--- src/rtl/gate_test_sequencer_if.sv ---
// Handshake and gate-under-test bus for gate_test_sequencer.
// The slave modport is the sequencer. The master modport is the controller
// plus the gate under test.
interface gate_test_sequencer_if #(
    parameter int N_INPUTS = 3
);
    logic                start;
    logic                mode;
    logic [N_INPUTS-1:0] dut_i;
    logic                dut_o;
    logic                busy;
    logic                done;
    logic                pass;
    logic [N_INPUTS:0]   err_count;
    logic [N_INPUTS-1:0] fail_vec;

    modport master (
        output start, mode, dut_o,
        input  dut_i, busy, done, pass, err_count, fail_vec
    );

    modport slave (
        input  start, mode, dut_o,
        output dut_i, busy, done, pass, err_count, fail_vec
    );
endinterface

--- src/rtl/gate_test_sequencer.sv ---
// gate_test_sequencer: exhaustively sweeps every input vector of an N_INPUTS-wide
// gate. Each vector is held for SETTLE_CYCLES cycles, and then the gate output
// is compared against AND (mode=1) or OR (mode=0) of the vector bits.
// Optional feature: define GATE_SEQ_STOP_ON_FAIL_EN to end the sweep at the
// first mismatching vector.
module gate_test_sequencer #(
    parameter int N_INPUTS      = 3,
    parameter int SETTLE_CYCLES = 4
) (
    input logic                 clk,
    input logic                 rst_n,
    gate_test_sequencer_if.slave bus
);

    typedef enum logic [2:0] {
        IDLE,
        DRIVE,
        SETTLE,
        CHECK,
        DONE
    } state_t;

    // The vector counter has one spare bit, so the terminal compare is an exact match.
    localparam logic [N_INPUTS:0] LAST_VEC    = (N_INPUTS+1)'((1 << N_INPUTS) - 1);
    localparam logic [7:0]        SETTLE_LOAD = 8'(SETTLE_CYCLES);

    state_t              state;
    state_t              next_state;
    logic [N_INPUTS:0]   vec;
    logic [7:0]          settle_cnt;
    logic                mode_q;
    logic                first_fail;
    logic [N_INPUTS:0]   err_cnt;
    logic [N_INPUTS-1:0] fail_vec_q;
    logic                expected;
    logic                mismatch;
    logic                stop_on_fail;

`ifdef GATE_SEQ_STOP_ON_FAIL_EN
    assign stop_on_fail = 1'b1;
`else
    assign stop_on_fail = 1'b0;
`endif

    assign expected = mode_q ? (&vec[N_INPUTS-1:0]) : (|vec[N_INPUTS-1:0]);
    assign mismatch = (bus.dut_o != expected);

    // State register; reset aborts any sweep in progress.
    always_ff @(posedge clk or negedge rst_n) begin
        if (!rst_n) begin
            state <= IDLE;
        end else begin
            state <= next_state;
        end
    end

    // Next-state logic: one DRIVE cycle, SETTLE_CYCLES settle cycles, and one CHECK cycle per vector.
    always_comb begin
        next_state = state;
        case (state)
            IDLE, DONE: begin
                if (bus.start) begin
                    next_state = DRIVE;
                end
            end
            DRIVE: begin
                next_state = SETTLE;
            end
            SETTLE: begin
                if (settle_cnt <= 8'd1) begin
                    next_state = CHECK;
                end
            end
            CHECK: begin
                if ((vec == LAST_VEC) || (stop_on_fail && mismatch)) begin
                    next_state = DONE;
                end else begin
                    next_state = DRIVE;
                end
            end
            default: begin
                next_state = IDLE;
            end
        endcase
    end

    // Datapath: start capture, settle countdown, error bookkeeping, and vector advance.
    always_ff @(posedge clk or negedge rst_n) begin
        if (!rst_n) begin
            vec        <= '0;
            settle_cnt <= '0;
            mode_q     <= 1'b0;
            first_fail <= 1'b0;
            err_cnt    <= '0;
            fail_vec_q <= '0;
        end else begin
            case (state)
                IDLE, DONE: begin
                    if (bus.start) begin
                        mode_q     <= bus.mode;
                        vec        <= '0;
                        err_cnt    <= '0;
                        fail_vec_q <= '0;
                        first_fail <= 1'b0;
                    end
                end
                DRIVE: begin
                    settle_cnt <= SETTLE_LOAD;
                end
                SETTLE: begin
                    settle_cnt <= settle_cnt - 8'd1;
                end
                CHECK: begin
                    if (mismatch) begin
                        err_cnt <= err_cnt + 1'b1;
                        if (!first_fail) begin
                            fail_vec_q <= vec[N_INPUTS-1:0];
                            first_fail <= 1'b1;
                        end
                    end
                    if (next_state == DRIVE) begin
                        vec <= vec + 1'b1;
                    end
                end
                default: begin
                end
            endcase
        end
    end

    assign bus.dut_i     = vec[N_INPUTS-1:0];
    assign bus.busy      = (state == DRIVE) || (state == SETTLE) || (state == CHECK);
    assign bus.done      = (state == DONE);
    assign bus.pass      = (state == DONE) && (err_cnt == '0);
    assign bus.err_count = err_cnt;
    assign bus.fail_vec  = fail_vec_q;

endmodule

--- src/flat_wrapper.sv ---
// flat-port wrapper written by rule: the top's interface ports become plain ports
module gate_test_sequencer_flat 
#(
    parameter int N_INPUTS      = 3,
    parameter int SETTLE_CYCLES = 4
)
  (clk, rst_n, bus_start, bus_mode, bus_dut_o, bus_dut_i, bus_busy, bus_done, bus_pass, bus_err_count, bus_fail_vec);
  gate_test_sequencer_if #(.N_INPUTS(N_INPUTS)) bus_i ();
  input logic clk;
  input logic rst_n;
  input wire logic [$bits(bus_i.start)-1:0] bus_start;
  input wire logic [$bits(bus_i.mode)-1:0] bus_mode;
  input wire logic [$bits(bus_i.dut_o)-1:0] bus_dut_o;
  output wire logic [$bits(bus_i.dut_i)-1:0] bus_dut_i;
  output wire logic [$bits(bus_i.busy)-1:0] bus_busy;
  output wire logic [$bits(bus_i.done)-1:0] bus_done;
  output wire logic [$bits(bus_i.pass)-1:0] bus_pass;
  output wire logic [$bits(bus_i.err_count)-1:0] bus_err_count;
  output wire logic [$bits(bus_i.fail_vec)-1:0] bus_fail_vec;
  assign bus_i.start = bus_start;
  assign bus_i.mode = bus_mode;
  assign bus_i.dut_o = bus_dut_o;
  assign bus_dut_i = bus_i.dut_i;
  assign bus_busy = bus_i.busy;
  assign bus_done = bus_i.done;
  assign bus_pass = bus_i.pass;
  assign bus_err_count = bus_i.err_count;
  assign bus_fail_vec = bus_i.fail_vec;
  gate_test_sequencer #(.N_INPUTS(N_INPUTS), .SETTLE_CYCLES(SETTLE_CYCLES)) u_core (.clk(clk), .rst_n(rst_n), .bus(bus_i));
endmodule
--- config.mk ---
export PLATFORM = sky130hd
export DESIGN_NAME = gate_test_sequencer_flat
export DESIGN_NICKNAME = d
export VERILOG_FILES = /design/src/rtl/gate_test_sequencer_if.sv /design/src/rtl/gate_test_sequencer.sv /design/src/flat_wrapper.sv
export SDC_FILE = /design/constraint.sdc
export NUM_CORES = 1
export LEC_CHECK = 0
export BUFFER_PORTS_ARGS = -buffer_cell sky130_fd_sc_hd__buf_2
export CAP_MARGIN = 20
export CORE_MARGIN = 1.5
export CORE_UTILIZATION = 35
export DETAILED_ROUTE_END_ITERATION = 8
export SYNTH_ARGS = -nofsm -noshare
export SYNTH_HDL_FRONTEND = slang
export SYNTH_SLANG_ARGS = --single-unit
--- constraint.sdc ---
create_clock -name clk -period 2.2 [get_ports clk]
set_input_delay 0.22 -clock clk [delete_from_list [all_inputs] [get_ports clk]]
set_output_delay 0.22 -clock clk [all_outputs]
set_load 0.01 [all_outputs]
==> results of run 1 <==
critical path: stages, from the launching register on:
cell     delay [ns]
dfrtp_1        0.43
inv_1          0.10
ha_1           0.16
or3b_4         0.41
and3_4         0.22
o21ai_4        0.20
mux2_4         0.32
report_power, final:
part           total (W)  switching, W  leakage [nW]  internal [W]
combinational   0.000902      0.000530         0.419      0.000372
clock           0.000258      0.000136        0.0216      0.000122
sequential      0.000811      0.000218         0.315      0.000593
area by class of cell:
cell class	count	area [um2]
sequential	24	601
clock buffer	3	41.3
inverter	10	37.5
fill	391	2380
multi-input combinational	113	749
timing repair buffer	18	95.1
tap	50	62.6
state kept, by name (all words and copies together) (netlist names):
name                  cells
u_core.bus.err_count      4
u_core.mode_q             1
u_core.settle_cnt         8
u_core.vec                4
u_core.state              3
u_core.first_fail         1
u_core.bus.fail_vec       3
cell usage in the layout, fill, tap and decap left out, types with 2 or more instances in the layout:
cell type	netlist	final
buf_2	3	17
nand2_1	12	12
xor2_1	3	3
o311ai_0	4	4
clkbuf_8	0	3
mux2i_1	2	2
mux2_2	2	2
o22ai_1	2	2
nand2b_1	3	3
nand3_1	16	16
nor3b_1	2	2
dfrtp_1	24	24
a21oi_1	6	6
nand4_1	2	2
nor2_1	10	10
nand3b_1	2	2
nor2b_1	3	3
inv_1	10	10
a31oi_1	3	3
nor3_1	4	4
ha_1	7	7
o21ai_0	14	14
per-stage QoR:
| step | cells | power, W | worst slack (ns) | util [%] |
|---|---|---|---|---|
| global route | 218 | 0.00216 | 0.115 | 39.9 |
| CTS | 218 | 0.00199 | 0.273 | 39.9 |
| floorplan | 155 | 0.00150 | 0.371 | - |
| finish | 218 | 0.00197 | 0.267 | 39.9 |
| global placement | 214 | 0.00169 | 0.327 | 38.7 |
| detailed placement | 214 | 0.00172 | 0.277 | 38.7 |
logic make-up after synthesis:
logic type / share of synthesized area, %
xor gates and xnor gates: 1.83
and+or+nand+nor: 23.4
AOI/OAI and AO/OA: 16.9
buffers and inverters: 5.76
muxes: 4.02
DFF: 41.9
adders and majority gates: 6.11
how the worst max path moves through the flow:
stage	slack (ns)	to	depth (start not counted)	startpoint
after global routing	0.12	bus_pass	4	u_core.state[1]
after detailed placement	0.28	u_core.bus.err_count[1]	6	u_core.vec[0]
after floorplan	0.37	u_core.bus.err_count[1]	6	u_core.vec[0]
final	0.27	u_core.bus.err_count[1]	6	u_core.vec[0]
after CTS	0.27	u_core.bus.err_count[1]	6	u_core.vec[0]
after global placement	0.33	u_core.bus.err_count[1]	6	u_core.vec[0]
metal layers:
layer	track usage (%)	up-vias	share of wire (%)
met5	0	-	0
met4	4.34	0	0.63
met3	2.53	2	2.7
met2	28.6	14	52
met1	17.3	568	44
li1	-	583	-
==> results.json, run 1 <==
{
  "dp_hpwl_um": 2200,
  "worstSetupEndpointType": "register",
  "synth_fp_nets": 167,
  "drv_slew": 0,
  "whs_endpoint": "u_core.vec[3]",
  "finalWirelength_um": 3020,
  "ios": 18,
  "die_width_um": 67.0,
  "r2r_slack_ns": 0.27,
  "critPathArrivalTime_ns": 2.09,
  "path_class": "register to register",
  "required_ns": 2.36,
  "grt_pass1_wl_um": 5150,
  "synth-edff-count": 0,
  "yosysSeqAreaShare_pct": 41.9,
  "ys_types": 39,
  "antenna_left": 0,
  "htree_levels": 1,
  "clk_path_buf_depth": 2,
  "yosys_warnings": 0,
  "setup_tns_ns": 0,
  "min_from": "bus_start",
  "gp_congestion": 0.850,
  "die-area_mm2": 0.00449,
  "yosys.cell_count.top_type": "dfrtp_1",
  "clkTransAtPathRegs_ns": 0.09,
  "antennaDiodeCount": 0,
  "rsz0062_at_grt": "no",
  "hold_slack_ns": 0.179,
  "antenna_found_initial": 0,
  "firstDrtPassIters": 4,
  "grt.overflow.total": 0,
  "cts.sinks": 24,
  "cts_tree": "done",
  "synth_top_area_cell": "dfrtp_1",
  "synth_top_area_share_pct": 41.9,
  "via_count": 1167,
  "synth_area_mm2": 0.00143,
  "rr_worst_depth": 6,
  "fin_area_mm2": 0.00159,
  "min_path_cells": 2,
  "postSynth.asyncResetShare_pct": 100,
  "post_cts_buffers": 0,
  "fp.coreArea_mm2": 0.00397,
  "cts_made_buffers": 3,
  "grtUsageTotal_pct": 15.2,
  "hold_violations": 0,
  "r2r-start": "u_core.vec[0]",
  "ys.flop_type": "dfrtp_1",
  "ys_seq_elements": 24,
  "grt_pass1_vias": 1147,
  "worst_slew_pin_slew_ns": 0.654,
  "synth_area_per_cell_um2": 9.24,
  "outcome": "completed",
  "cellPowerDensity_mw_per_mm2": 1240,
  "wl_per_cell_um": 13.9,
  "area_growth_pct": 10.7,
  "initial_utilization_pct": 36.1,
  "hold_path.class": "input pin to register",
  "drive_above_1_share_pct": 17.9,
  "drc": 0,
  "rows": 23,
  "fin_skew_ns": 0.00791,
  "setup_viol": 0,
  "period_share_pct": 87.8,
  "drtIter0Drc": 84,
  "synth_area_leaders": "dfrtp_1, ha_1, nand3_1",
  "startpoint_type": "register",
  "period_needed_ns": 1.93,
  "rr_endpoint": "u_core.bus.err_count[1]",
  "numPortBuffers": 17,
  "grt_max_degree": 25,
  "final_nets": 182,
  "clk_latency_ns": 0.26,
  "max-cap-violations": 0,
  "slew_headroom_pct": 56.0,
  "cts_resized": 0,
  "place_area_mm2": 0.00154,
  "cts_hold_buf": 1,
  "via_per_inst": 5.35,
  "crit_fanout": 6,
  "synth_commonest_cells": "dfrtp_1, nand3_1, o21ai_0",
  "peakVddDrop_v": 0.000553,
  "max_freq_ghz": 0.517,
  "die_h_um": 67.0,
  "syn_inst": 155,
  "cts-root-buf": "clkbuf_8",
  "p_leak_nw": 0.756
}
No activity file was read; power rests on OpenSTA's default activity.
==> run 2, diff against run 1 <==
Settings changed: CORE_MARGIN 1.5 to 3, REMOVE_ABC_BUFFERS set to 1.
==> results.json, run 2 (synthesis results as in run 1) <==
{
  "slew_headroom_pct": 61.4,
  "gp_congestion": 0.852,
  "cts_made_buffers": 3,
  "drtIter0Drc": 78,
  "die_width_um": 70.0,
  "clk_latency_ns": 0.26,
  "fp.coreArea_mm2": 0.00380,
  "setup_tns_ns": 0,
  "hold_path.class": "input pin to register",
  "crit_fanout": 6,
  "period_needed_ns": 1.96,
  "antennaDiodeCount": 0,
  "required_ns": 2.36,
  "grt_pass1_vias": 1139,
  "area_growth_pct": 11.5,
  "place_area_mm2": 0.00153,
  "r2r_slack_ns": 0.24,
  "fin_area_mm2": 0.00160,
  "outcome": "completed",
  "worst_slew_pin_slew_ns": 0.574,
  "die_h_um": 70.0,
  "total_power_w": 0.00202,
  "fillers": 384,
  "fin_skew_ns": 0.00181,
  "grt_pass1_wl_um": 5380,
  "grt.overflow.total": 0,
  "cts_tree": "done",
  "cellPowerDensity_mw_per_mm2": 1260,
  "die-area_mm2": 0.00490,
  "peakVddDrop_v": 0.000588,
  "dp_hpwl_um": 2220,
  "drc": 0,
  "rsz0062_at_grt": "no",
  "startpoint_type": "register",
  "worstSetupEndpointType": "register",
  "hold_violations": 0,
  "final_nets": 182,
  "max-cap-violations": 0,
  "cts.sinks": 24,
  "clkTransAtPathRegs_ns": 0.09,
  "via_count": 1198,
  "largest_reg_flops": 8,
  "cts_resized": 0,
  "firstDrtPassIters": 4,
  "post_cts_buffers": 0,
  "rows": 22,
  "antenna_found_initial": 0,
  "clk_path_buf_depth": 2,
  "htree_levels": 1,
  "finalWirelength_um": 3070,
  "dp_cells": 212,
  "antenna_left": 0,
  "top_register": "u_core.settle_cnt",
  "cts_hold_buf": 1,
  "drive_above_1_share_pct": 18.3,
  "setup_viol": 0,
  "path_class": "register to register",
  "ios": 18,
  "max_freq_ghz": 0.510,
  "instances_no_fill": 217,
  "period_share_pct": 89.1,
  "numPortBuffers": 17,
  "cts-root-buf": "clkbuf_8",
  "critPathArrivalTime_ns": 2.12,
  "wl_per_cell_um": 14.2,
  "p_leak_nw": 0.763,
  "mostFrequentLayoutCells": "dfrtp_1, buf_2, nand3_1",
  "grt_max_degree": 25,
  "initial_utilization_pct": 37.7,
  "grtUsageTotal_pct": 13.1,
  "via_per_inst": 5.52,
  "drv_slew": 0,
  "final_common_cell": "dfrtp_1"
}
run 2: cell count changes in the layout (fill, tap and decap cells not counted):
cell      delta
clkbuf_8     +1
run 2: worst max-delay path, cell delays in order (launching register included):
cell	delay (ns)
dfrtp_1	0.43
inv_1	0.10
ha_1	0.17
or3b_4	0.40
and3_4	0.22
o21ai_4	0.22
mux2_4	0.32
run 2: stage by stage:
stage | util (%) | worst slack (ns) | hold slack (ns)
after floorplan | - | 0.325 | -0.0756
after global placement | 40.3 | 0.315 | 0.245
after detailed placement | 40.3 | 0.243 | 0.246
after CTS | 42.1 | 0.223 | 0.156
after global routing | 42.1 | 0.0881 | 0.189
final | 42.1 | 0.240 | 0.167
run 2: report_power, final:
part	internal (W)	switching, W	total [W]
registers	0.000593	0.000223	0.000816
clock network	0.000160	0.000142	0.000302
logic	0.000371	0.000532	0.000904
total	0.00112	0.000897	0.00202
run 2: cell type report:
cell class	count	area [um2]	area share (%)
Sequential cell	24	601	37.6
Timing Repair Buffer	18	95.1	5.95
Multi-Input combinational cell	113	749	46.9
Inverter	10	37.5	2.35
Clock buffer	4	55.1	3.45
Tap cell	48	60.1	3.76
run 2: per-layer routing:
layer	vias to the layer above	wire length [um]	GRT usage [%]
li1	585	-	-
met1	576	1460	18.8
met2	35	1450	20.1
met3	2	135	3.02
met4	0	22	2.55
met5	-	0	0
run 2: final timing paths:
kind                                       from  cells after the start                 endpoint
setup / recovery                  u_core.vec[0]                      6  u_core.bus.err_count[1]
hold / removal                        bus_start                      2            u_core.vec[3]
setup reg to reg                  u_core.vec[0]                      6  u_core.bus.err_count[1]
hold reg to reg            u_core.settle_cnt[7]                      1     u_core.settle_cnt[7]
max in group asynchronous                 rst_n                      2  u_core.bus.err_count[3]
min in group asynchronous                 rst_n                      2            u_core.mode_q
